$ cat config.mk
export PLATFORM = sky130hd
export DESIGN_NAME = data_out_controller_flat
export DESIGN_NICKNAME = d
export VERILOG_FILES = /design/src/rtl/i2c_slave_pkg.sv /design/src/rtl/data_out_controller_if.sv /design/src/rtl/data_out_shift_reg.sv /design/src/rtl/data_out_controller.sv /design/src/flat_wrapper.sv
export SDC_FILE = /design/constraint.sdc
export NUM_CORES = 1
export LEC_CHECK = 0
export CAP_MARGIN = 25
export CORE_UTILIZATION = 37
export DETAILED_ROUTE_END_ITERATION = 8
export PLACE_DENSITY_LB_ADDON = 0.08
export SLEW_MARGIN = 10
export SYNTH_ARGS = -nofsm -noshare
export SYNTH_HDL_FRONTEND = slang
export SYNTH_SLANG_ARGS = --single-unit
$ cat constraint.sdc
create_clock -name FPGA_clk -period 3.05 [get_ports FPGA_clk]
set_clock_uncertainty 0.15 [all_clocks]
set_input_delay 0.915 -clock FPGA_clk [delete_from_list [all_inputs] [get_ports FPGA_clk]]
set_output_delay 0.915 -clock FPGA_clk [all_outputs]
set_load 0.05 [all_outputs]
$ cat src/rtl/i2c_slave_pkg.sv
// Shared types and constants for the I2C slave datapath.
// Holds the transmit-engine state encoding and bus-level constants.
package i2c_slave_pkg;

   typedef enum logic [2:0] {
      IDLE,
      SHIFT,
      ACK_WAIT,
      ACK_HOLD,
      DONE
   } data_out_state_t;

   localparam logic       I2C_ACK   = 1'b0;
   localparam logic       I2C_NACK  = 1'b1;
   localparam logic [7:0] IDLE_BYTE = 8'hFF;

endpackage

$ cat src/rtl/data_out_controller_if.sv
// Bus bundle between the I2C read-data engine and its surroundings.
// The slave modport is the engine's view; master is the driving environment.
interface data_out_controller_if #(
   parameter int NUM_BYTES = 6
);
   localparam int CNT_W = $clog2(NUM_BYTES + 1);

   logic                      SCL;
   logic                      SCL_prev;
   logic                      SDA;
   logic                      SDA_prev;
   logic                      enable;
   logic [NUM_BYTES-1:0][7:0] tx_data;
   logic                      sda_oe;
   logic [CNT_W-1:0]          byte_count;
   logic                      nack_received;
   logic                      done;

   modport slave (
      input  SCL, SCL_prev, SDA, SDA_prev, enable, tx_data,
      output sda_oe, byte_count, nack_received, done
   );

   modport master (
      output SCL, SCL_prev, SDA, SDA_prev, enable, tx_data,
      input  sda_oe, byte_count, nack_received, done
   );

endinterface

$ cat src/rtl/data_out_shift_reg.sv
// 8-bit load/shift-left register feeding the SDA output path.
// Exposes the current MSB and the bit that becomes MSB after the next shift.
module data_out_shift_reg
   import i2c_slave_pkg::*;
(
   input  logic       clk,
   input  logic       rst_n,
   input  logic       load_i,
   input  logic [7:0] load_val_i,
   input  logic       shift_i,
   output logic       msb_o,
   output logic       next_msb_o
);

   logic [7:0] shift_q;
   logic [7:0] shift_d;

   // NOTE: default assignment first so every path assigns shift_d; no latch.
   always_comb begin
      shift_d = shift_q;
      if (load_i) begin
         shift_d = load_val_i;
      end else if (shift_i) begin
         shift_d = {shift_q[6:0], 1'b1};
      end
   end

   // NOTE: non-blocking in clocked logic so all registers update together.
   always_ff @(posedge clk) begin
      if (!rst_n) begin
         shift_q <= IDLE_BYTE;
      end else begin
         shift_q <= shift_d;
      end
   end

   assign msb_o      = shift_q[7];
   assign next_msb_o = shift_q[6];

endmodule

$ cat src/rtl/data_out_controller.sv
// I2C slave transmit engine for master reads: shifts preloaded bytes onto SDA MSB first.
// Define DATA_OUT_WRAP_EN to wrap the byte index to 0 after the last byte instead of sending 0xFF.
module data_out_controller
   import i2c_slave_pkg::*;
#(
   parameter int NUM_BYTES = 6
) (
   input  logic                  FPGA_clk,
   input  logic                  rst,
   data_out_controller_if.slave  bus
);

   localparam int                CNT_W    = $clog2(NUM_BYTES + 1);
   localparam logic [CNT_W-1:0] IDX_LAST = CNT_W'(NUM_BYTES - 1);
   localparam logic [CNT_W-1:0] IDX_END  = CNT_W'(NUM_BYTES);
`ifdef DATA_OUT_WRAP_EN
   localparam logic [CNT_W-1:0] IDX_AFTER_LAST = '0;
`else
   localparam logic [CNT_W-1:0] IDX_AFTER_LAST = IDX_END;
`endif

   data_out_state_t           state_q, state_d;
   logic [2:0]                bit_cnt_q, bit_cnt_d;
   logic [CNT_W-1:0]          byte_idx_q, byte_idx_d;
   logic [CNT_W-1:0]          byte_count_q, byte_count_d;
   logic                      sda_oe_q, sda_oe_d;
   logic                      nack_q, nack_d;
   logic                      done_q, done_d;
   logic [NUM_BYTES-1:0][7:0] tx_mem_q;

   logic                      fall, rise, stop;
   logic                      tx_capture;
   logic                      shift_load, shift_en;
   logic [7:0]                load_val;
   logic                      msb, next_msb;
   logic [CNT_W-1:0]          nxt_idx;

   assign fall = bus.SCL_prev & ~bus.SCL;
   assign rise = ~bus.SCL_prev & bus.SCL;
   assign stop = bus.SCL & bus.SCL_prev & bus.SDA & ~bus.SDA_prev;

   data_out_shift_reg u_shift (
      .clk        (FPGA_clk),
      .rst_n      (rst),
      .load_i     (shift_load),
      .load_val_i (load_val),
      .shift_i    (shift_en),
      .msb_o      (msb),
      .next_msb_o (next_msb)
   );

   always_comb begin
      state_d      = state_q;
      bit_cnt_d    = bit_cnt_q;
      byte_idx_d   = byte_idx_q;
      byte_count_d = byte_count_q;
      sda_oe_d     = sda_oe_q;
      nack_d       = nack_q;
      done_d       = done_q;
      tx_capture   = 1'b0;
      shift_load   = 1'b0;
      shift_en     = 1'b0;
      load_val     = IDLE_BYTE;
      nxt_idx      = (byte_idx_q >= IDX_LAST) ? IDX_AFTER_LAST : byte_idx_q + CNT_W'(1);

      if (state_q != IDLE && stop) begin
         sda_oe_d = 1'b0;
         done_d   = 1'b1;
         state_d  = DONE;
      end else if (state_q != IDLE && !bus.enable) begin
         sda_oe_d = 1'b0;
         state_d  = IDLE;
      end else begin
         unique case (state_q)
            IDLE: begin
               if (bus.enable) begin
                  tx_capture   = 1'b1;
                  shift_load   = 1'b1;
                  load_val     = bus.tx_data[0];
                  sda_oe_d     = ~bus.tx_data[0][7];
                  bit_cnt_d    = 3'd7;
                  byte_idx_d   = '0;
                  byte_count_d = '0;
                  nack_d       = 1'b0;
                  done_d       = 1'b0;
                  state_d      = SHIFT;
               end
            end
            SHIFT: begin
               if (fall && bit_cnt_q != 3'd0) begin
                  shift_en  = 1'b1;
                  sda_oe_d  = ~next_msb;
                  bit_cnt_d = bit_cnt_q - 3'd1;
               end else if (fall) begin
                  sda_oe_d = 1'b0;
                  state_d  = ACK_WAIT;
               end
            end
            ACK_WAIT: begin
               if (rise && bus.SDA == I2C_ACK) begin
                  if (byte_count_q != IDX_END) byte_count_d = byte_count_q + CNT_W'(1);
                  byte_idx_d = nxt_idx;
                  shift_load = 1'b1;
                  load_val   = (nxt_idx < IDX_END) ? tx_mem_q[nxt_idx] : IDLE_BYTE;
                  state_d    = ACK_HOLD;
               end else if (rise) begin
                  nack_d  = 1'b1;
                  done_d  = 1'b1;
                  state_d = DONE;
               end
            end
            ACK_HOLD: begin
               // sda_oe stays released through the ACK high phase; drive only after the fall.
               if (fall) begin
                  sda_oe_d  = ~msb;
                  bit_cnt_d = 3'd7;
                  state_d   = SHIFT;
               end
            end
            DONE: begin
               sda_oe_d = 1'b0;
            end
            default: begin
               state_d = IDLE;
            end
         endcase
      end
   end

   always_ff @(posedge FPGA_clk) begin
      if (!rst) begin
         state_q      <= IDLE;
         bit_cnt_q    <= 3'd0;
         byte_idx_q   <= '0;
         byte_count_q <= '0;
         sda_oe_q     <= 1'b0;
         nack_q       <= 1'b0;
         done_q       <= 1'b0;
      end else begin
         state_q      <= state_d;
         bit_cnt_q    <= bit_cnt_d;
         byte_idx_q   <= byte_idx_d;
         byte_count_q <= byte_count_d;
         sda_oe_q     <= sda_oe_d;
         nack_q       <= nack_d;
         done_q       <= done_d;
      end
   end

   // NOTE: the byte store is not reset; it is always written on leaving IDLE before use.
   always_ff @(posedge FPGA_clk) begin
      if (tx_capture) tx_mem_q <= bus.tx_data;
   end

   assign bus.sda_oe        = sda_oe_q;
   assign bus.byte_count    = byte_count_q;
   assign bus.nack_received = nack_q;
   assign bus.done          = done_q;

endmodule
$ cat src/flat_wrapper.sv
// flat-port wrapper written by rule: the top's interface ports become plain ports
module data_out_controller_flat import i2c_slave_pkg::*;
#(
   parameter int NUM_BYTES = 6
)
  (FPGA_clk, rst, bus_SCL, bus_SCL_prev, bus_SDA, bus_SDA_prev, bus_enable, bus_tx_data, bus_sda_oe, bus_byte_count, bus_nack_received, bus_done);
  data_out_controller_if #(.NUM_BYTES(NUM_BYTES)) bus_i ();
  input  logic FPGA_clk;
  input  logic rst;
  input wire logic [$bits(bus_i.SCL)-1:0] bus_SCL;
  input wire logic [$bits(bus_i.SCL_prev)-1:0] bus_SCL_prev;
  input wire logic [$bits(bus_i.SDA)-1:0] bus_SDA;
  input wire logic [$bits(bus_i.SDA_prev)-1:0] bus_SDA_prev;
  input wire logic [$bits(bus_i.enable)-1:0] bus_enable;
  input wire logic [$bits(bus_i.tx_data)-1:0] bus_tx_data;
  output wire logic [$bits(bus_i.sda_oe)-1:0] bus_sda_oe;
  output wire logic [$bits(bus_i.byte_count)-1:0] bus_byte_count;
  output wire logic [$bits(bus_i.nack_received)-1:0] bus_nack_received;
  output wire logic [$bits(bus_i.done)-1:0] bus_done;
  assign bus_i.SCL = bus_SCL;
  assign bus_i.SCL_prev = bus_SCL_prev;
  assign bus_i.SDA = bus_SDA;
  assign bus_i.SDA_prev = bus_SDA_prev;
  assign bus_i.enable = bus_enable;
  assign bus_i.tx_data = bus_tx_data;
  assign bus_sda_oe = bus_i.sda_oe;
  assign bus_byte_count = bus_i.byte_count;
  assign bus_nack_received = bus_i.nack_received;
  assign bus_done = bus_i.done;
  data_out_controller #(.NUM_BYTES(NUM_BYTES)) u_core (.FPGA_clk(FPGA_clk), .rst(rst), .bus(bus_i));
endmodule
# == Word-level counts from Yosys, hierarchy flattened ==
# Cells that the tools add are included.
# op_classes
reduce_logical,22
mux,53
addsub,3
magnitude_cmp,3
eq_ne,26
bitwise_logic,16
# op_table
cell,n
$mux 8,8
$mux 3,16
$reduce_and 6->1,5
$bmux 8 s3,1
$mux 1,20
$pmux 8 s2,1
$pmux 3 s5,1
$ne 2x1->1 const B,7
$ne 3x1->1 const B,4
$pmux 3 s2,2
$reduce_bool 3->1,4
$not 1->1,11
$reduce_and 5->1,2
$pmux 3 s3,1
$ne 4x1->1 const B,2
$ne 4x2->1 const B,2
$add 3x1->3 const B,2
$eq 3x2->1 const B,2
$ne 2x2->1 const B,3
$ne 3x2->1 const B,2
$and 1x1->1,5
$ne 5x1->1 const B,1
$logic_and 1x1->1,4
$lt 3x4->1 const B,1
14 further kinds,16
# totals
regBits,71

# == Depth between registers and ports, before layout ==
# depth
ltp_word,10
ltp_mapped,9

# == Hierarchy ==
# A second synthesis with hierarchy kept.
# unflattened
cells_unflattened,320
hier_area_um2,3502.1
# by_module_without_submodules
mod,area_each_um2,instances,cells_per_inst,seq_area_each_um2
data_out_controller,3104.2,1,285,1741.7
data_out_shift_reg,397.9,1,35,160.2

# == Least setup slack after synthesis ==
# Ideal clock, no wire load.
# synth_path
kind,register to register
start,reg u_core.state_q[2]
end,"reg u_core.tx_mem_q[0] (netlist name), enable pin"
slack_ns,0.379
t_required_ns,2.498
period_less_slack_ns,2.671
path_stages_with_launch,5
arrival_time_ns,2.119
path_buffers,1
setup_ns,0.402
path_cell_list,dfxtp_1 clkbuf_1 nor3_1 nand2_1 inv_1
# synth_between
elab_chain_cells,4
elab_cells_between_ends,7
# synth_lines
element,line,source
from (decl),data_out_controller.sv:22,"data_out_state_t state_q, state_d;"
from (signal assigned),data_out_controller.sv:140,state_q <= state_d;
$logic_not 3->1 or $reduce_bool 3->1 (tied branches),"data_out_controller.sv:74, data_out_controller.sv:66, data_out_controller.sv:70",
$mux 1 or $logic_and 1x1->1 (tied branches),"data_out_controller.sv:74, data_out_controller.sv:70",
$mux 1,data_out_controller.sv:70,end else if (state_q != IDLE && !bus.enable) begin
$mux 1 (*),data_out_controller.sv:66,if (state_q != IDLE && stop) begin
net u_core.tx_capture,data_out_controller.sv:32,logic tx_capture;
to (signal assigned),data_out_controller.sv:152,if (tx_capture) tx_mem_q <= bus.tx_data;
to (decl),data_out_controller.sv:29,logic [NUM_BYTES-1:0][7:0] tx_mem_q;
# The timed path passes the listed nets; every way through them passes the cells marked *.
# A chain may end at the register's enable or synchronous reset.

# == Worst setup path in the final report ==
# layout_path
start,in bus_SCL
end,reg u_core.u_shift.shift_q[6]
# layout_between
elab_chain_cells,8
elab_cells_between_ends,23
# layout_lines
element,line,source
from (decl),flat_wrapper.sv:10,input wire logic [$bits(bus_i.SCL)-1:0] bus_SCL;
$not 1->1,data_out_controller.sv:38,assign fall = bus.SCL_prev & ~bus.SCL;
$and 1x1->1,data_out_controller.sv:38,
$logic_and 1x1->1,data_out_controller.sv:90,if (fall && bit_cnt_q != 3'd0) begin
$mux 1,data_out_controller.sv:90,
$mux 1,data_out_controller.sv:74,unique case (state_q)
$mux 1,data_out_controller.sv:70,
$mux 1,data_out_controller.sv:66,
$reduce_bool 2->1 (no source line),-,
to (signal assigned),data_out_shift_reg.sv:33,shift_q <= shift_d;
to (decl),data_out_shift_reg.sv:15,logic [7:0] shift_q;
# Several ways; a longest one is shown, not always the timed one.

==> results.ini <==
[status]
status=complete, no violations

[finish]
num_antenna_cells=0
syn2layout_area_growth_pct=29.1
fin_area_um2=4300
drive_gt1_share_pct=13.9
final_nets=416
fill_cells=826

[drt]
drt_pass1_iterations=4
avgViaCountPerCell=5.28
top_layer_used=met4
post-route-drc-count=0
met2_length_um=3400
routed_wl_um=7210
drt_iter0_markers=96
vias=2473
drt.antenna.violating_nets=0
met3_length_um=320
m1WireLength_um=3380
routedWlPerCell_um=15.4

[yosys]
synth_fp_nets=344
synth_cell_type_count=59
yosysWarnings=0
synth-main-ff-cell=edfxtp_1
avgSynthCellArea_um2=11.8
synth_seq_cells=71
async_reset_ff_share_pct=0
synth_area_um2=3330
seq_area_frac_synth_pct=57.1
netlist_instances=283
synth_edf_count=48

[timing]
fin_crit_ps=2650
max_freq_mhz=377
tightest_slew_ps=710
worst_slew_margin_rel_pct=52.0
slew_viol_final=0
fin_crit_sh_pct=87.0
setup_viol=0
grt_setup_unrepaired=false
tns_ps=0
finalHoldViolations=0

[grt]
grt_util_all_layers_pct=16.3
grt_max_degree=49
grt_pass1_wl_um=11900
first_global_vias=2447
gr-total-overflow=0
antenna_found_initial=0

[die]
num_rows=34
die_y_um=96.9
initial_core_util_pct=38.2
io_pins=61
core_um2=8720
die_width_um=96.9
dieArea_um2=9390

[clocking]
cts_tree=yes
ctsResizeCount=0
cts_root_buf=clkbuf_8
htreeDepth=3
numCtsBuffers=9
clk_path_buf_depth=2
post-cts-setup-buffer-count=0
cts_num_sinks=71
clk_pin_slew_ps=70
clkLatencyLatePin_ps=350
cts_hold_buf=0

[min_path]
hp-class=register to register

[critical_path]
crit_arrival_ps=2720
cp_max_fo=9
crit_type=primary input to register
cp-start-kind=primary input
endpoint_kind=register
cp_data_required_time_ps=3120

[power_and_ir_drop]
power_density_nw_per_um2=500
ir_drop_mv=0.222
leakage_nw=1.53

[placed_design]
numPortBuffers=60
gp_congestion=0.743
place_area_um2=4110
hpwl_um=5050

[run]
cap_violations=0

stage by stage:
stage	total power [mW]	hold WS [ps]	setup slack [ps]	utilization, %	std cells
after floorplan	1.30	290	379	-	283
final	2.15	315	397	49.4	468
after detailed placement	1.44	309	33.3	47.1	452
after global placement	1.44	301	58.4	47.1	452
after CTS	2.19	319	392	49.4	468
after global routing	2.26	356	307	49.4	468
cell usage in the layout (no fill, tap or decap), types with 3 or more instances in the layout:
| master | instances |
|---|---|
| dfxtp_1 | 23 |
| o21ai_0 | 7 |
| o221ai_1 | 8 |
| nand2_1 | 12 |
| nand2b_1 | 3 |
| mux2_2 | 8 |
| nand3_1 | 8 |
| inv_1 | 17 |
| edfxtp_1 | 48 |
| nor3_1 | 9 |
| clkbuf_8 | 9 |
| o211ai_1 | 6 |
| or3b_1 | 3 |
| clkdlybuf4s50_1 | 60 |
| nor2_1 | 15 |
| a311oi_1 | 6 |
| nor2b_1 | 8 |
| ha_1 | 6 |
| or3_1 | 3 |
| a22oi_1 | 6 |
| a21oi_1 | 21 |
| buf_4 | 16 |
| mux2i_1 | 8 |
| nand3b_1 | 3 |
layout make-up:
class	instances	area (um^2)	area share, %
Clock buffer	9	124	2.88
Clock inverter	7	71.3	1.66
Inverter	18	67.6	1.57
Multi-Input combinational cell	178	1260	29.4
Sequential cell	71	1900	44.2
Tap cell	108	135	3.14
Timing Repair Buffer	77	741	17.2
cell usage after synthesis (all sizes together), types with 3 or more instances:
cell	instances	share of area, %
edfxtp	48	43
nor2b	8	1.5
o211ai	6	1.4
o21ai	9	1.5
a311oi	6	1.6
or3	3	0.56
nand3	8	1.2
nor2	15	1.7
mux2	8	2.7
mux2i	8	2.4
clkbuf	9	1.3
o221ai	8	2.1
ha	6	2.3
dfxtp	23	14
or3b	3	0.79
nand3b	3	0.68
a22oi	6	1.4
nand2	13	1.5
nor3	10	1.7
a21oi	21	3.2
nand2b	3	0.56
buf	6	1.4
inv	18	2.0
per-layer routing:
layer / track usage [%] / vias up
li1: - / 1233
met1: 20.6 / 1170
met2: 26.2 / 59
met3: 5.06 / 11
met4: 6.31 / 0
met5: 0 / -
critical path, stage by stage:
cell and delay, ps:
clkdlybuf4s50_1 420, or4b_1 550, or2_1 380, a311oi_1 340, o211ai_1 120
flip-flops by register name, summed over array words and instances, names as in the netlist:
signal                    cells
u_core.bit_cnt_q              3
u_core.bus.byte_count         3
u_core.bus.done               1
u_core.bus.nack_received      1
u_core.bus.sda_oe             1
u_core.byte_idx_q             3
u_core.state_q                3
u_core.tx_mem_q              48
u_core.u_shift.shift_q        8
where the power goes:
part | switching (mW) | internal [mW] | leakage, nW
Clock | 0.360 | 0.377 | 0.0949
Sequential | 0.0282 | 1.11 | 0.648
Combinational | 0.137 | 0.145 | 0.788
final timing paths:
| kind | start | endpoint | slack, ps | cells past startpoint |
|---|---|---|---|---|
| setup reg to reg | u_core.bit_cnt_q[0]$_SDFFE_PN0P_ | u_core.u_shift.shift_q[6]$_SDFFE_PN1P_ | 610 | 7 |
| hold / removal | u_core.bit_cnt_q[0]$_SDFFE_PN0P_ | u_core.bit_cnt_q[0]$_SDFFE_PN0P_ | 320 | 2 |
| setup / recovery | bus_SCL | u_core.u_shift.shift_q[6]$_SDFFE_PN1P_ | 400 | 5 |
| hold reg to reg | u_core.bit_cnt_q[0]$_SDFFE_PN0P_ | u_core.bit_cnt_q[0]$_SDFFE_PN0P_ | 320 | 2 |
cells by family (layout without fill, tap and decap cells):
family / count (synthesis) / count (layout) / synth area share, %
flip-flops: 71 / 71 / 57.1
multiplexers: 17 / 17 / 5.78
AND/OR/NAND/NOR: 84 / 84 / 14.9
buffers and inverters: 34 / 111 / 5.03
AO/OA/AOI/OAI: 71 / 71 / 15.0
adder cells (fa/ha/maj): 6 / 6 / 2.25
Power figures use the tool's default switching activity.
